`config.mk`:
```
export PLATFORM = sky130hd
export DESIGN_NAME = uart_rx
export DESIGN_NICKNAME = d
export VERILOG_FILES = /design/src/rtl/uart_rx.sv
export SDC_FILE = /design/constraint.sdc
export NUM_CORES = 1
export LEC_CHECK = 0
export ABC_AREA = 1
export CORE_UTILIZATION = 64
export DETAILED_ROUTE_END_ITERATION = 7
export PLACE_DENSITY = 0.94
export SLEW_MARGIN = 20
export SYNTH_ARGS = -nofsm -noshare
export SYNTH_HDL_FRONTEND = slang
export SYNTH_SLANG_ARGS = --single-unit
```
`constraint.sdc`:
```
create_clock -name clk -period 3.9 [get_ports clk]
set_input_delay 0.78 -clock clk [delete_from_list [all_inputs] [get_ports clk]]
set_output_delay 0.78 -clock clk [all_outputs]
set_load 0.05 [all_outputs]
```
`src/rtl/uart_rx.sv`:
```
// rtl/uart_rx.sv - 8N1 UART receiver with mid-bit sampling and a one-entry valid/ready output register
// Start is validated at half a bit; data and stop are sampled a full bit apart from there.
module uart_rx #(
  parameter int CLOCK_FREQ = 100_000_000,
  parameter int BAUD       = 115200
) (
  input  logic       clk,
  input  logic       rst_n,
  input  logic       rx,
  output logic [7:0] rx_data,
  output logic       rx_valid,
  input  logic       rx_ready,
  output logic       frame_err,
  output logic       overrun,
  output logic       busy
);

  localparam int BAUD_TICKS = CLOCK_FREQ / BAUD;
  localparam int HALF_TICKS = BAUD_TICKS / 2;
  localparam logic [15:0] BAUD_LAST = 16'(BAUD_TICKS - 1);
  localparam logic [15:0] HALF_LAST = 16'(HALF_TICKS - 1);

  typedef enum logic [2:0] {
    IDLE,
    START,
    DATA,
    STOP,
    WAIT_IDLE
  } state_t;

  state_t      state_q, state_d;
  logic [15:0] cnt_q, cnt_d;
  logic [2:0]  bit_q, bit_d;
  logic [7:0]  shift_q, shift_d;
  logic [7:0]  data_q, data_d;
  logic        valid_q, valid_d;
  logic        ferr_q, ferr_d;
  logic        ovr_q, ovr_d;
  logic        rx_meta_q, rx_s_q;

  // Synchroniser idles high so reset never looks like a start bit.
  always_ff @(posedge clk or negedge rst_n) begin
    if (!rst_n) begin
      rx_meta_q <= 1'b1;
      rx_s_q    <= 1'b1;
    end else begin
      rx_meta_q <= rx;
      rx_s_q    <= rx_meta_q;
    end
  end

  always_ff @(posedge clk or negedge rst_n) begin
    if (!rst_n) begin
      state_q <= IDLE;
      cnt_q   <= '0;
      bit_q   <= '0;
      shift_q <= '0;
      data_q  <= '0;
      valid_q <= 1'b0;
      ferr_q  <= 1'b0;
      ovr_q   <= 1'b0;
    end else begin
      state_q <= state_d;
      cnt_q   <= cnt_d;
      bit_q   <= bit_d;
      shift_q <= shift_d;
      data_q  <= data_d;
      valid_q <= valid_d;
      ferr_q  <= ferr_d;
      ovr_q   <= ovr_d;
    end
  end

  always_comb begin
    state_d = state_q;
    cnt_d   = cnt_q;
    bit_d   = bit_q;
    shift_d = shift_q;
    data_d  = data_q;
    valid_d = valid_q;
    ferr_d  = 1'b0;
    ovr_d   = 1'b0;

    if (valid_q && rx_ready) begin
      valid_d = 1'b0;
    end

    unique case (state_q)
      IDLE: begin
        if (!rx_s_q) begin
          cnt_d   = '0;
          state_d = START;
        end
      end
      START: begin
        if (cnt_q == HALF_LAST) begin
          if (!rx_s_q) begin
            cnt_d   = '0;
            bit_d   = '0;
            state_d = DATA;
          end else begin
            state_d = IDLE;
          end
        end else begin
          cnt_d = cnt_q + 16'd1;
        end
      end
      DATA: begin
        if (cnt_q == BAUD_LAST) begin
          cnt_d   = '0;
          shift_d = {rx_s_q, shift_q[7:1]};
          if (bit_q == 3'd7) begin
            state_d = STOP;
          end else begin
            bit_d = bit_q + 3'd1;
          end
        end else begin
          cnt_d = cnt_q + 16'd1;
        end
      end
      STOP: begin
        if (cnt_q == BAUD_LAST) begin
          cnt_d = '0;
          if (rx_s_q) begin
            state_d = IDLE;
            // A consumer taking the old byte this cycle frees the slot for the new one.
            if (!valid_q || rx_ready) begin
              data_d  = shift_q;
              valid_d = 1'b1;
            end else begin
              ovr_d = 1'b1;
            end
          end else begin
            ferr_d  = 1'b1;
            state_d = WAIT_IDLE;
          end
        end else begin
          cnt_d = cnt_q + 16'd1;
        end
      end
      WAIT_IDLE: begin
        if (rx_s_q) begin
          state_d = IDLE;
        end
      end
      default: begin
        state_d = IDLE;
      end
    endcase
  end

  assign rx_data   = data_q;
  assign rx_valid  = valid_q;
  assign frame_err = ferr_q;
  assign overrun   = ovr_q;
  assign busy      = (state_q != IDLE);

endmodule

```
== Yosys cells after proc, flatten, opt, wreduce, memory -nomap -nowiden ==
Index checks and enable logic that the tools add are counted.
Storage, ports and cells
  bits in registers: 43
  input bits: 4
  logic and storage cells: 69
Operators by class
  reduce and logical (&&, ||, !) cells: 12
  equal/unequal tests: 15
  $add $sub $neg: 2
  multiplexer cells: 30
Operators with widths (number)
  16-bit two-way mux: 3
  16-bit one-hot mux with 3 select lines: 1
  3-bit two-way mux: 11
  16-bit by 1-bit adder with 16-bit output, second input constant: 1
  16-bit by 10-bit == test with 1-bit output, second input constant: 1
  16-bit by 9-bit == test with 1-bit output, second input constant: 1
  2-bit != test, second input constant: 8
  3-bit one-hot mux with 5 select lines: 1
  1-bit two-way mux: 12
  3-bit by 2-bit == test with 1-bit output, second input constant: 2
  3-bit == test, second input constant: 2
  3-bit one-hot mux with 2 select lines: 1
  6-bit AND reduction: 1
  3-bit nonzero test: 2
  5-bit AND reduction: 1
  4-bit AND reduction: 1
  3-bit by 1-bit adder with 3-bit output, second input constant: 1
  3-bit by 1-bit == test with 1-bit output, second input constant: 1
  3-bit logical NOT: 1
  2-bit two-way mux: 1
  2-bit AND reduction: 1
  2-bit nonzero test: 1
  2-bit OR reduction: 1
  1-bit logical AND: 1
  other kinds (2): 2

== Depth between registers and ports, before layout ==
  depth in word-level cells: 6
  depth in mapped cells: 12

== Least setup slack after synthesis ==
No wires, ideal clock.
  kind: reg-to-reg
  from: reg cnt_q[0]
  to: reg data_q[5], in the netlist rx_data[5]
  required time: 3.780 ns
  period minus slack after synthesis: 1.707 ns
  slack: 2.193 ns
  cell stages (with the launch flop): 10
  data arrival time: 1.587 ns
  setup time: 0.120 ns
  buffers on the path: 1
  cells stage by stage: dfrtp_1 -> ha_1 -> nand3_1 -> nor3_4 -> nand2_4 -> nor2_4 -> nand2_4 -> buf_6 -> nand2_1 -> o21ai_2
Between the ends
  cells in the longest elaborated chain, start to end: 2
RTL lines
  start: declaration: RTL line 32  | logic [15:0] cnt_q, cnt_d;
  start signal: assignment: RTL line 64  | cnt_q <= cnt_d;
  16-bit by 10-bit == test with 1-bit output: RTL line 122  | if (cnt_q == BAUD_LAST) begin
  4-bit AND reduction (no source line)
  end signal: assignment: RTL line 67  | data_q <= data_d;
  end: declaration: RTL line 35  | logic [7:0] data_q, data_d;
Every way passes these cells.
A chain may end at the register's enable or synchronous reset.

== Final worst setup path ==
  from: reg state_q[2]
  to: out busy
Between the ends
  cells in the longest elaborated chain, start to end: 1
RTL lines
  start: declaration: RTL line 31  | state_t state_q, state_d;
  start signal: assignment: RTL line 63  | state_q <= state_d;
  3-bit nonzero test: RTL line 156  | assign busy = (state_q != IDLE);
  end: declaration: RTL line 15  | output logic busy
Every way passes these cells.

==> flow_metrics.tcl <==
set metrics [dict create \
    synth_top_cells_by_area "dfrtp_1 (40%), nand2_1 (19%), nand3_1 (7.2%)" \
    rr_startpoint "state_q[2]" \
    layout.nets 375 \
    post_cts_hold_buffer_count 0 \
    floorplan.die_area_um2 4301 \
    antenna_left 0 \
    synth.yosys.seq_area_share 0.4168 \
    power.density_cell_area_nw_per_um2 295.2 \
    critPathRequiredTime_ns 3.12 \
    final_core_util 0.7561 \
    final_cells 416 \
    grt_first_pass_wirelength_um 9880 \
    row_count 22 \
    post-route-drc-count 0 \
    synth_top_flop_cell "dfrtp_1" \
    start_util 0.6861 \
    dp_hpwl_um 3865 \
    total_of_warnings_raised_by_yosys 0 \
    min-delay-path-class "register to register" \
    area.growth.synth_to_final_pct 10.20 \
    routabilityCongestion 0.9778 \
    tritoncts "yes" \
    crit_start "state_q[2]" \
    post_synth.cell_area_avg_um2 7.330 \
    fin_worst_hold_slack_ns 0.3654 \
    via_per_inst 5.752 \
    finalClockSkew_ns 0.01313 \
    final_layout_size_suffix_gt1_frac 0.09511 \
    hold_viol_final 0 \
    max_buffers_root_to_sink 2 \
    finalSetupViolations 0 \
    count_of_pins_over_their_slew_limit 0 \
    final.period_utilization 0.7084 \
    route.vias.total 2393 \
    num_io_pins 16 \
    grt_pass1_vias 2230 \
    drv.max_cap_violation_count 0 \
    antenna_found_initial 0 \
    power.static_leakage_uw 0.001489 \
    post-route-min-period_ns 2.763 \
    placement.io_buffers 15 \
    worst-slew-pin-transition_ns 0.9089 \
    fin_setup_tns_ns 0 \
    netlist.top_cell.by_area "dfrtp_1" \
    status "finished clean" \
    post_synth_inst_count 353 \
    antenna-diode-count 0 \
    post-route-worst-setup-slack_ns 1.137 \
    dr.pass1.iters 5 \
    htreeDepth 2 \
    postCtsSetupRepairBufs 0 \
    post_synth_instance_area_um2 2587 \
    hold_path_startpoint "rx_meta_q" \
    fillers 285 \
    clk-insertion-delay-late_ns 0.31 \
    yosysTopAreaCellShare 0.3965 \
    cts_root_buffer "clkbuf_8" \
    area_inside_the_core_boundary_um2 3771 \
    synth.distinct_cells 30 \
    worst_setup_path_start_kind "register" \
    grt_util_all_layers 0.3072 \
    cts_repair_resize_count 0 \
    placedCellCount 408 \
    wl_per_cell_um 13.82 \
    setup.worst_path.class "register to primary output" \
    grt_max_degree 44 \
    rsz0062_at_grt "false" \
    synthesis.nets 361 \
    die_y_um 65.59 \
    routed_wirelength_um 5750 \
    worst_setup_path_end_kind "primary output" \
    number_of_synthesized_flops_with_an_enable_pin 0 \
    cts_buffers 5 \
    drtIter0Drc 270 \
    dieWidth_um 65.59 \
    globalRouteOverflowTotal 0 \
    synth_async_sr_flop_share 1.000 \
    pre_cts_setup_slack_ns 1.506 \
    cp_data_arrival_time_ns 1.98 \
    cts.sinks 43 \
    clk_pin_slew_worst_paths_ns 0.09 \
    synth-seq-cells 43 \
    vdd_ir_drop_max_v 0.0002542 \
    maxSlewHeadroom 0.3940 \
    worst-path-max-fanout 12 \
    timing.fmax_mhz 362.0 \
]
-- power breakdown --
group | leakage, µW | internal, µW | switching [µW]
clock network | 0.0000618 | 211 | 168
registers | 0.000579 | 447 | 2.68
logic | 0.000848 | 2.64 | 9.92
-- stage by stage --
step | area, µm² | power (µW)
2_1_floorplan | 2587 | 460.0
3_3_place_gp | 2730 | 471.6
3_5_place_dp | 2730 | 472.0
4_1_cts | 2851 | 840.7
5_1_grt | 2851 | 871.2
6_report | 2851 | 841.7
-- critical path, stage by stage (launching register included) --
cell,delay (ns)
dfrtp_1,0.64
nor2_1,0.13
nand2_1,0.10
clkdlybuf4s50_1,0.80
-- logic make-up after synthesis --
| group | share of synthesized area |
|---|---|
| buffers and inverters | 0.08655 |
| AO/OA/AOI/OAI | 0.06818 |
| flip-flops | 0.4168 |
| adder cells (fa/ha/maj) | 0.01934 |
| AND/OR/NAND/NOR | 0.3820 |
| XOR/XNOR | 0.02708 |
-- layout make-up --
cell class                 instances  area [µm²]  area share
tap                               48       60.06     0.02106
multi-input combinational        259        1285      0.4506
timing repair buffer              15       145.1     0.05090
clock inverter                     2       38.79     0.01360
clock buffer                       6       82.58     0.02896
sequential                        43        1079      0.3782
inverter                          43       161.4     0.05660
-- cell usage after synthesis (3+ instances only) --
master and n:
inv_2 3, buf_6 3, ha_1 4, nand2_1 128
nor3_1 6, inv_1 40, nand3_1 37, dfrtp_1 41
nor2_1 27, nor2_2 3, xor2_1 7, nand2_2 3
nand4_1 8, o21ai_0 12, o21ai_2 8
-- placed cells by master, fill, tap and decap left out, drive strengths merged, types with 6 or more instances in the layout --
| master | netlist | final |
|---|---|---|
| clkbuf | 1 | 6 |
| xor2 | 7 | 7 |
| nor3 | 8 | 8 |
| o21ai | 21 | 21 |
| clkdlybuf4s50 | 0 | 14 |
| nand2 | 133 | 133 |
| nand4 | 8 | 8 |
| nand3 | 37 | 37 |
| dfrtp | 41 | 41 |
| nor2 | 33 | 33 |
| inv | 43 | 44 |
-- final timing paths --
check / slack, ns / to / cells after the start
worst max-delay path: 1.14 / busy / 3
worst min-delay path: 0.37 / rx_s_q / 0
worst max register to register: 1.66 / cnt_q[1] / 9
worst min register to register: 0.37 / rx_s_q / 0
max in group asynchronous: 2.73 / cnt_q[13] / 1
min in group asynchronous: 0.59 / cnt_q[5] / 1
-- registers in the layout (all words and copies together), names as in the netlist --
name and flops:
rx_data 8, bit_q 3, state_q 3, frame_err 1, cnt_q 16, overrun 1, rx_s_q 1, rx_valid 1
shift_q 8, rx_meta_q 1
-- routing by layer --
layer	global-route usage	share of wire	vias to the layer above
met2	0.5039	0.47	135
met5	0	0	-
met4	0.1332	0.030	0
met3	0.07639	0.074	26
li1	-	-	1151
met1	0.3824	0.43	1081
No activity file was read; power rests on OpenSTA's default activity.
==> patch (same settings) <==
Take the reset off `shift_q` and `data_q` and load them in a clocked block of their own.
--- a/src/rtl/uart_rx.sv
+++ b/src/rtl/uart_rx.sv
@@ -54,8 +54,6 @@
       state_q <= IDLE;
       cnt_q   <= '0;
       bit_q   <= '0;
-      shift_q <= '0;
-      data_q  <= '0;
       valid_q <= 1'b0;
       ferr_q  <= 1'b0;
       ovr_q   <= 1'b0;
@@ -63,12 +61,15 @@
       state_q <= state_d;
       cnt_q   <= cnt_d;
       bit_q   <= bit_d;
-      shift_q <= shift_d;
-      data_q  <= data_d;
       valid_q <= valid_d;
       ferr_q  <= ferr_d;
       ovr_q   <= ovr_d;
     end
+  end
+
+  always_ff @(posedge clk) begin
+    shift_q <= shift_d;
+    data_q  <= data_d;
   end
 
   always_comb begin
Behaviour: no difference found for any inputs over 10 cycles, from zero or initial values and one cycle with rst_n low; that may be too few to reach the edited logic, so the function may still have changed.
==> patch against the unedited design <==
Fmax up 2.0%; sequential cell count unchanged; count of clock-buffer cells in the layout up 1; hold slack worse by 0.0016 ns; clock skew down 0.0042 ns; utilization down 0.70 points; routed wire length down 4.9%; power down 11%; synthesized cell count down 12%; cell area down 2.4%; worst setup slack better by 0.053 ns; synthesized area down 2.4%.
==> patch: results (changes against the unedited design) <==
.. list-table::
   :header-rows: 1

   * - Metric
     - Value
   * - Final clock skew
     - 0.00891 ns (-0.00422 ns)
   * - Synth async-reset ratio
     - 0.628 (-0.372)
   * - Outcome
     - finished, final reports clean
   * - First-pass GRT wire length
     - 9230 um (-6.6%)
   * - Max VDD drop
     - 0.249 mV (-2.1%)
   * - Mapped Nets
     - 320 (-11%)
   * - Clk pin slew, worst setup/hold paths
     - 0.07 ns (-0.02 ns)
   * - Detailed-route via count
     - 2148 (-10%)
   * - Most area-consuming cells after synthesis
     - sky130_fd_sc_hd__dfrtp_1 (25%), sky130_fd_sc_hd__edfxtp_1 (19%), sky130_fd_sc_hd__nand2_1 (14%), sky130_fd_sc_hd__nand3_1 (7.3%), sky130_fd_sc_hd__nor2_1 (4.3%)
   * - Share of synthesized area occupied by flip-flops and latches
     - 0.459 (+0.0418)
   * - Count of TritonRoute iterations in the first routing pass
     - 6 (+1)
   * - Via count of the first global-routing pass
     - 2017 (-9.6%)
   * - Met2 global-route usage
     - 0.466 (-0.0377)
   * - Maximum clock rate
     - 0.369 GHz (+2.0%)
   * - Design internal power
     - 0.000597 W (-9.6%)
   * - Largest fanout of any net on the critical path
     - 12 (unchanged)
   * - Detailed-route wire length per cell
     - 14.5 um (+4.6%)
   * - Total placed instance area
     - 2700 um2 (-1.0%)
   * - Maximum number of pins on one net before global-route repair
     - 28 (-36%)
   * - # nets final
     - 337 (-10%)
   * - Sum of routed wire segments on met1
     - 2260 um (-7.6%)
   * - Leakage
     - 1.34 nW (-9.8%)
   * - Number of design-rule violations left by the first detailed-router iteration
     - 218 (-19%)
   * - Sum of met3 wire segment lengths after detailed routing
     - 468 um (+9.3%)
   * - Met1 capacity usage during global routing
     - 0.389 (+0.00634)
   * - Placer congestion estimate
     - 0.999 (+2.1%)
   * - GRT Overall Usage
     - 0.296 (-0.0110)
   * - Least-Margin Pin Slew
     - 0.643 ns (-0.266 ns)
[patch: changes by cell type after synthesis, moves of 4 or more]
cell / change
sky130_fd_sc_hd__nor3_1: -4
sky130_fd_sc_hd__o21ai_0: -11
sky130_fd_sc_hd__edfxtp_1: +16
sky130_fd_sc_hd__nand2_2: +13
sky130_fd_sc_hd__inv_2: +8
sky130_fd_sc_hd__inv_1: -15
sky130_fd_sc_hd__o21ai_1: +4
sky130_fd_sc_hd__dfrtp_1: -16
sky130_fd_sc_hd__o21ai_2: -8
sky130_fd_sc_hd__nand2_1: -36
[patch: final timing paths]
| check | endpoint | slack (ns) | cells after the start |
|---|---|---|---|
| hold reg to reg | rx_s_q | 0.36 | 0 |
| max in group asynchronous | rx_meta_q | 2.73 | 2 |
| hold / removal | rx_s_q | 0.36 | 0 |
| setup / recovery | busy | 1.19 | 3 |
| setup reg to reg | rx_data[4] | 1.63 | 5 |
| min in group asynchronous | cnt_q[14] | 0.86 | 2 |
[patch: cell type report]
class,instances,area (um2),share of cell area
Clock buffer,7,76.3,0.0274
Tap cell,48,60.1,0.0216
Timing Repair Buffer,16,158,0.0566
Clock inverter,1,5.00,0.00180
Inverter,38,144,0.0517
Sequential cell,43,1160,0.416
Multi-Input combinational cell,225,1180,0.425
[patch: worst reg2reg max path, cell delays in order (launching register included)]
cell,delay (ns)
sky130_fd_sc_hd__dfrtp_1,0.54
sky130_fd_sc_hd__inv_2,0.31
sky130_fd_sc_hd__nand2_1,0.19
sky130_fd_sc_hd__nor2_1,0.16
sky130_fd_sc_hd__nand4_1,0.16
sky130_fd_sc_hd__nor2_1,0.54
[patch: through the flow]
| stage | power (W) | setup WS [ns] | hold slack, ns | cells |
|---|---|---|---|---|
| 3_3_place_gp | 0.000491 | 1.55 | 0.350 | 370 |
| 3_5_place_dp | 0.000492 | 1.53 | 0.352 | 370 |
| 5_1_grt | 0.000771 | 1.12 | 0.368 | 378 |
| 4_1_cts | 0.000753 | 1.20 | 0.366 | 378 |
| 6_report | 0.000750 | 1.19 | 0.364 | 378 |
| 2_1_floorplan | 0.000481 | 2.00 | 0.345 | 312 |
[patch: cell families (layout without fill, tap and decap cells)]
family / count (synthesis) / after routing / share of synthesized area
fa+ha+maj: 4 / 4 / 0.0198
flops: 43 / 43 / 0.459
simple gates: 203 / 203 / 0.398
compound gates: 10 / 10 / 0.0223
buf+inv: 44 / 62 / 0.0733
xor+xnor: 8 / 8 / 0.0277
[patch: power groups by stage]
stage,Combinational (W),Clock [W],Sequential (W)
floorplan,0.00000308,0,0.000478
global placement,0.0000114,0,0.000480
detailed placement,0.0000118,0,0.000480
CTS,0.0000118,0.000271,0.000471
global route,0.0000137,0.000287,0.000471
finish,0.0000114,0.000267,0.000471
